[config.mk]
export PLATFORM = sky130hd
export DESIGN_NAME = kpn_fifo_arbiter
export DESIGN_NICKNAME = d
export VERILOG_FILES = /design/src/rtl/kpn_fifo_arbiter.sv
export SDC_FILE = /design/constraint.sdc
export NUM_CORES = 1
export LEC_CHECK = 0
export ABC_CLOCK_PERIOD_IN_PS = 4800
export BUFFER_PORTS_ARGS = -buffer_cell sky130_fd_sc_hd__buf_2
export CAP_MARGIN = 20
export CORE_ASPECT_RATIO = 0.75
export CORE_UTILIZATION = 30
export DETAILED_ROUTE_END_ITERATION = 8
export PLACE_DENSITY = 0.58
export SETUP_SLACK_MARGIN = 0.1
export SYNTH_ARGS = -nofsm -noshare
export SYNTH_HDL_FRONTEND = slang
export SYNTH_SLANG_ARGS = --single-unit
[constraint.sdc]
create_clock -name clk -period 4.8 [get_ports clk]
set_input_delay 0.24 -clock clk [delete_from_list [all_inputs] [get_ports clk]]
set_output_delay 0.24 -clock clk [all_outputs]
set_load 0.005 [all_outputs]
[src/rtl/kpn_fifo_arbiter.sv]
// Occupancy-tracking controller sharing one KPN channel FIFO between N_REQ
// round-robin producers and one consumer; issues at most one FIFO op per cycle.
module kpn_fifo_arbiter #(
  parameter int N_REQ = 4,
  parameter int WIDTH = 16,
  parameter int DEPTH = 256,
  parameter int CNT_W = 9
) (
  input  logic                   clk,
  input  logic                   reset,
  input  logic [N_REQ-1:0]       req,
  input  logic [N_REQ*WIDTH-1:0] data_in,
  output logic [N_REQ-1:0]       grant,
  input  logic                   rd_req,
  output logic                   rd_valid,
  output logic                   fifo_wr,
  output logic                   fifo_rd,
  output logic [WIDTH-1:0]       fifo_entry,
  output logic [CNT_W-1:0]       count,
  output logic                   full,
  output logic                   empty
);

  localparam int IDX_W = (N_REQ > 1) ? $clog2(N_REQ) : 1;
  localparam logic [CNT_W-1:0] DEPTH_C = CNT_W'(DEPTH);

  typedef enum logic [1:0] {OP_IDLE, OP_WRITE, OP_READ} op_e;

  logic [IDX_W-1:0] rr_ptr;
  logic             wr_starved;
  logic [IDX_W-1:0] win_idx;
  logic             win_found;
  logic [WIDTH-1:0] win_data;
  logic             wr_ok;
  logic             rd_ok;
  op_e              op;
  logic             starved_n;
  logic [CNT_W-1:0] count_n;

  // Search starts one past the last winner so every requester gets a turn.
  always_comb begin
    win_found = 1'b0;
    win_idx   = '0;
    for (int k = 1; k <= N_REQ; k++) begin
      if (!win_found && req[(int'(rr_ptr) + k) % N_REQ]) begin
        win_found = 1'b1;
        win_idx   = IDX_W'((int'(rr_ptr) + k) % N_REQ);
      end
    end
  end

  always_comb begin
    win_data = '0;
    for (int i = 0; i < N_REQ; i++) begin
      if (win_idx == IDX_W'(i)) win_data = data_in[i*WIDTH +: WIDTH];
    end
  end

  assign wr_ok = win_found && (count < DEPTH_C);
  assign rd_ok = rd_req && (count != '0);

  // Under contention the two sides alternate; wr_starved remembers who lost.
  always_comb begin
    op        = OP_IDLE;
    starved_n = wr_starved;
    if (wr_ok && rd_ok) begin
      if (wr_starved) begin
        op        = OP_WRITE;
        starved_n = 1'b0;
      end else begin
        op        = OP_READ;
        starved_n = 1'b1;
      end
    end else if (wr_ok) begin
      op        = OP_WRITE;
      starved_n = 1'b0;
    end else if (rd_ok) begin
      op = OP_READ;
    end
  end

  always_comb begin
    count_n = count;
    case (op)
      OP_WRITE: count_n = count + CNT_W'(1);
      OP_READ:  count_n = count - CNT_W'(1);
      default:  count_n = count;
    endcase
  end

  always_ff @(posedge clk) begin
    if (reset) begin
      grant      <= '0;
      rd_valid   <= 1'b0;
      fifo_wr    <= 1'b0;
      fifo_rd    <= 1'b0;
      fifo_entry <= '0;
      count      <= '0;
      full       <= 1'b0;
      empty      <= 1'b1;
      rr_ptr     <= IDX_W'(N_REQ - 1);
      wr_starved <= 1'b0;
    end else begin
      grant      <= '0;
      fifo_wr    <= 1'b0;
      fifo_rd    <= 1'b0;
      // FIFO output register updates on the edge ending the fifo_rd cycle.
      rd_valid   <= fifo_rd;
      count      <= count_n;
      full       <= (count_n == DEPTH_C);
      empty      <= (count_n == '0);
      wr_starved <= starved_n;
      if (op == OP_WRITE) begin
        grant      <= N_REQ'(1) << win_idx;
        fifo_wr    <= 1'b1;
        fifo_entry <= win_data;
        rr_ptr     <= win_idx;
      end
      if (op == OP_READ) begin
        fifo_rd <= 1'b1;
      end
    end
  end

endmodule

# Word level (Yosys, flattened, before mapping)
# Index checks and enable logic that the tools add are counted.
[totals]
in_bits = 71
mem_bits_rw = 0
wordCells = 85
register_bits = 37
memories = 0
latchBits = 0
output_inout_bits = 34
mem_bits_ro = 0
[op_classes]
n_lt_le_gt_ge = 5
mux = 34
add_sub_neg = 6
shift = 1
n_div = 0
n_eq_ne = 6
reduce_logical = 18
bitwise_logic = 5
multipliers = 0
[ops]
columns = ["cell", "n"]
rows = [
  ["16-bit 2-to-1 mux", 4],
  ["9-bit case mux with 2 select lines", 1],
  ["1-bit 2-to-1 mux", 17],
  ["3-bit by 4-bit less-than comparator with 1-bit output, second input constant", 4],
  ["2-bit 2-to-1 mux", 8],
  ["2-bit OR reduction", 5],
  ["9-bit by 1-bit adder with 9-bit output, second input constant", 1],
  ["9-bit equality test, second input constant", 1],
  ["9-bit zero test", 1],
  ["9-bit less-than comparator, second input constant", 1],
  ["9-bit nonzero test", 1],
  ["9-bit by 1-bit subtractor with 9-bit output, second input constant", 1],
  ["1-bit binary-select mux with 2-bit select", 4],
  ["2-bit equality test, second input constant", 3],
  ["1-bit logical AND", 6],
  ["2-bit by 1-bit adder with 2-bit output, second input constant", 2],
  ["2-bit adder, second input constant", 2],
  ["1-bit bitwise AND, first input constant", 4],
  ["2-bit by 1-bit equality test with 1-bit output, second input constant", 2],
  ["1-bit by 2-bit left shift with 4-bit output, first input constant", 1],
  ["1-bit zero test", 3],
  ["2-bit zero test", 1],
  ["2-bit nonzero test", 1],
  ["1-bit NOT", 1],
]

# Depth between registers and ports, before layout
[depth]
depth_word = 22
mapped_depth = 14

# Worst setup path before layout
# OpenSTA, ideal clock, no wires.
[synth_path]
path_type = "register -> register"
start = "reg count[0]"
end = "reg empty"
t_required_ns = 4.684
path_slack_ns = 1.344
synth_period_minus_slack_ns = 3.456
stages_incl_launch_ff = 13
n_path_buf = 0
arrival_ns = 3.340
cell_sequence = "dfxtp_1 -> or4_1 -> o31ai_1 -> o21ai_1 -> inv_2 -> nor2_1 -> ha_1 -> ha_1 -> o21ai_0 -> a21oi_1 -> o311a_2 -> or3_1 -> a41o_1"
[synth_between]
elab_chain_len = 8
elab_cells_between_ends = 14
classes_between = "2 x add/sub; 1 x order compare; 2 x eq/ne; 4 x mux; 5 x reduce/logical"
[synth_rtl]
columns = ["item", "line_no", "source"]
rows = [
  ["start, declared", "19", "output logic [CNT_W-1:0] count,"],
  ["start signal, assigned", "109", "count <= count_n;"],
  ["branches (longest 6 deep; another with 9-bit less-than comparator)", "n/a", ""],
  ["9-bit case mux with 2 select lines *", "84", "case (op)"],
  ["9-bit zero test *", "111", "empty <= (count_n == '0);"],
  ["end signal, assigned", "111", ""],
  ["end, declared", "21", "output logic empty"],
]
# Every way passes the cells marked *.
# A chain may end at the register's enable or synchronous reset.

# Worst setup path after layout
# Ends and elaborated chain as after synthesis.

==> flow_summary.yaml <==
critical_path:
  path_common_cell: "ha_1"
  worst-r2r-setup-slack_ps: 1000
  cp.required_ps: 4980
  crit_path_top_delay_cell: "or4_1"
  criticalPathCategory: "register to register"
  worst_ep_arrival_time_ps: 3980
  cp_max_fo: 11
  cp-start-kind: "register"
  critPathBufInv: 1
  crit_chain: "or4_1 -> o31ai_1 -> o21ai_1 -> inv_2 -> nor2_1 -> ha_1 -> ha_1 -> o21ai_0 -> a21oi_1 -> o311a_2 -> or3_1 -> a41o_1"
  worst_path_largest_cell_delay_ps: 560
  endpoint_kind: "register"
  crit_family: "compound AO/OA/AOI/OAI gates"
global_routing:
  grt_pass1_vias: 2137
  grt_overflow_total: 0
  grt_pass1_wl_um: 10120
  grtUsageTotal_pct: 15.14
  antenna_found_initial: 0
  grt_max_degree: 37
pwr:
  seqPwrFrac_pct: 27.9
  netSwitchingFraction_pct: 39.96
  power.internal_mw: 1.012
  p_switching_mw: 0.6734
  power_density_nw_per_um2: 552.1
  combPwrFrac_pct: 56.0
  clkPwrFrac_pct: 16.1
  vdd_drop_max_uv: 208.5
  p_leak_nw: 1.474
floorplanning:
  floorplan.io_pins: 105
  die_x_um: 103.9
  core_um2: 7432
  die-area_um2: 8156
  initial_core_util_pct: 31.46
  die-height_um: 78.46
  rows: 27
yosys:
  synth.net_count: 340
  yosysTopAreaCellShare_pct: 31.67
  synth.most_common_cell: "dfxtp_1"
  synth-edff-count: 0
  postSynth.asyncResetShare_pct: 0
  synth-seq-cells: 37
  synthesis.area_um2: 2338
  yosys-top-cells-count: "dfxtp_1 (37), mux2i_1 (36), nor2_1 (23)"
  yosysSeqAreaShare_pct: 31.67
  synth_ff_type: "dfxtp_1"
  yosysTopAreaCell: "dfxtp_1"
  synth.area.top_cells: "dfxtp_1 (32%), mux2i_1 (15%), mux2_2 (7.7%)"
  avgSynthCellArea_um2: 9.029
  syn-instance-count: 259
  synthDistinctLibCells: 45
  ys_warn_count: 0
clocking:
  hold_buffers: 0
  htreeDepth: 2
  cts.path.max_buffers: 2
  cts_tree: "done"
  postCtsResizedCells: 0
  clkTransAtPathRegs_ps: 80
  numCtsBuffers: 5
  postCtsSetupBuffers: 0
  clk_latency_ps: 290
  clockRootBuffer: "clkbuf_8"
  cts.sinks: 37
cells_and_area:
  n_antenna_cell: 0
  layout-drive-gt1-share_pct: 37.88
  fin_nets: 439
  final_util_pct: 41.08
  finalNonFillerCells: 460
  areaGrowthSynthToFinish_pct: 30.55
place:
  dp_slack_ps: 1049
  place_hpwl_um: 4494
  place.gp.congestion: 0.8749
  dp_cells: 452
  port_buffers: 104
timing:
  rsz0062_at_grt: "false"
  drv_slew: 0
  tightest_slew_ps: 757.2
  period_needed_ps: 3802
  finalSetupViolCount: 0
  min_period_over_period_pct: 79.20
  max_freq_ghz: 0.2631
  finalHoldViolCount: 0
  relSlewSlack_pct: 49.52
  setup_tns_ps: 0
  fin_worst_skew_ps: 5.985
  setup_ws_ps: 998.5
run:
  cap_violations: 0
drt:
  routedWlPerCell_um: 13.07
  antenna_left: 0
  drt_iter0_markers: 82
  wl_um: 6013
  vias: 2241
  drc: 0
  vias_per_cell: 4.872
  dr.pass1.iters: 4
outcome:
  status: "complete, no violations"
worst_hold_path:
  hp-class: "primary input to register"
==> power groups by stage <==
| stage | Sequential (mW) | Combinational (mW) | Clock [mW] |
|---|---|---|---|
| global route | 0.481 | 1.06 | 0.292 |
| finish | 0.470 | 0.945 | 0.271 |
| floorplan | 0.476 | 0.706 | 0 |
| global placement | 0.473 | 0.944 | 0 |
| detailed placement | 0.475 | 0.948 | 0 |
| CTS | 0.470 | 0.955 | 0.280 |
==> worst paths after layout <==
check                     start             to  depth (start not counted)
setup / recovery       count[0]          empty                         12
hold / removal           rd_req     wr_starved                          5
setup reg to reg       count[0]          empty                         12
hold reg to reg   fifo_entry[0]  fifo_entry[0]                          2
==> cell type report <==
| cell class | count | area, um2 |
|---|---|---|
| Multi-Input combinational cell | 196 | 1494 |
| Timing Repair Buffer | 106 | 535.5 |
| Sequential cell | 37 | 740.7 |
| Clock buffer | 6 | 72.57 |
| Clock inverter | 2 | 38.79 |
| Inverter | 12 | 45.04 |
| Fill cell | 783 | 4379 |
| Tap cell | 101 | 126.4 |
==> per-layer routing <==
layer	vias to the layer above	global-route usage, %	wire (um)
li1	1144	-	-
met1	1034	20.33	3020
met2	60	25.20	2714
met3	3	3.322	263
met4	0	2.429	14
met5	-	0	0
==> logic make-up (layout without fill, tap and decap cells) <==
| logic type | after synthesis | count (layout) | synth area share (%) |
|---|---|---|---|
| simple gates | 72 | 72 | 16.43 |
| mux | 52 | 52 | 23.11 |
| xor+xnor | 5 | 5 | 1.873 |
| buf+inv | 26 | 126 | 5.190 |
| compound gates | 57 | 57 | 16.05 |
| flops | 37 | 37 | 31.67 |
| fa+ha+maj | 10 | 10 | 5.672 |
==> worst reg2reg max path: stages (launching register included) <==
cell	delay [ps]
dfxtp_1	380
or4_1	560
o31ai_1	370
o21ai_1	150
inv_2	90
nor2_1	50
ha_1	360
ha_1	420
o21ai_0	240
a21oi_1	130
o311a_2	340
or3_1	370
a41o_1	250
==> sequential cells by signal, indices dropped and copies added, names as in the netlist <==
name	flops
count	9
empty	1
fifo_entry	16
fifo_rd	1
fifo_wr	1
full	1
grant	4
rd_valid	1
rr_ptr	2
wr_starved	1
==> metrics by stage <==
step           hold WS (ps)  cell area [um2]  power [mW]
2_1_floorplan         311.4             2338       1.183
6_report              405.9             3053       1.685
5_1_grt               414.0             3053       1.831
4_1_cts               391.3             3053       1.705
3_3_place_gp          467.4             2942       1.418
3_5_place_dp          475.2             2942       1.423
==> layout by cell type, fill, tap and decap left out, types with 3 or more instances in the layout <==
master,Yosys,final
a21oi_1,14,13
and3_1,3,3
buf_2,1,104
clkbuf_8,0,5
dfxtp_1,37,37
ha_1,9,9
inv_1,10,10
mux2_2,16,16
mux2i_1,36,36
nand2_1,7,7
nand2b_1,19,19
nand3_1,3,3
nor2_1,23,23
nor2b_1,3,3
nor3_1,3,3
o21ai_0,7,7
o22ai_1,17,17
or4_1,4,4
xnor2_1,3,3
Note: power is estimated with default switching activity, not from simulation.
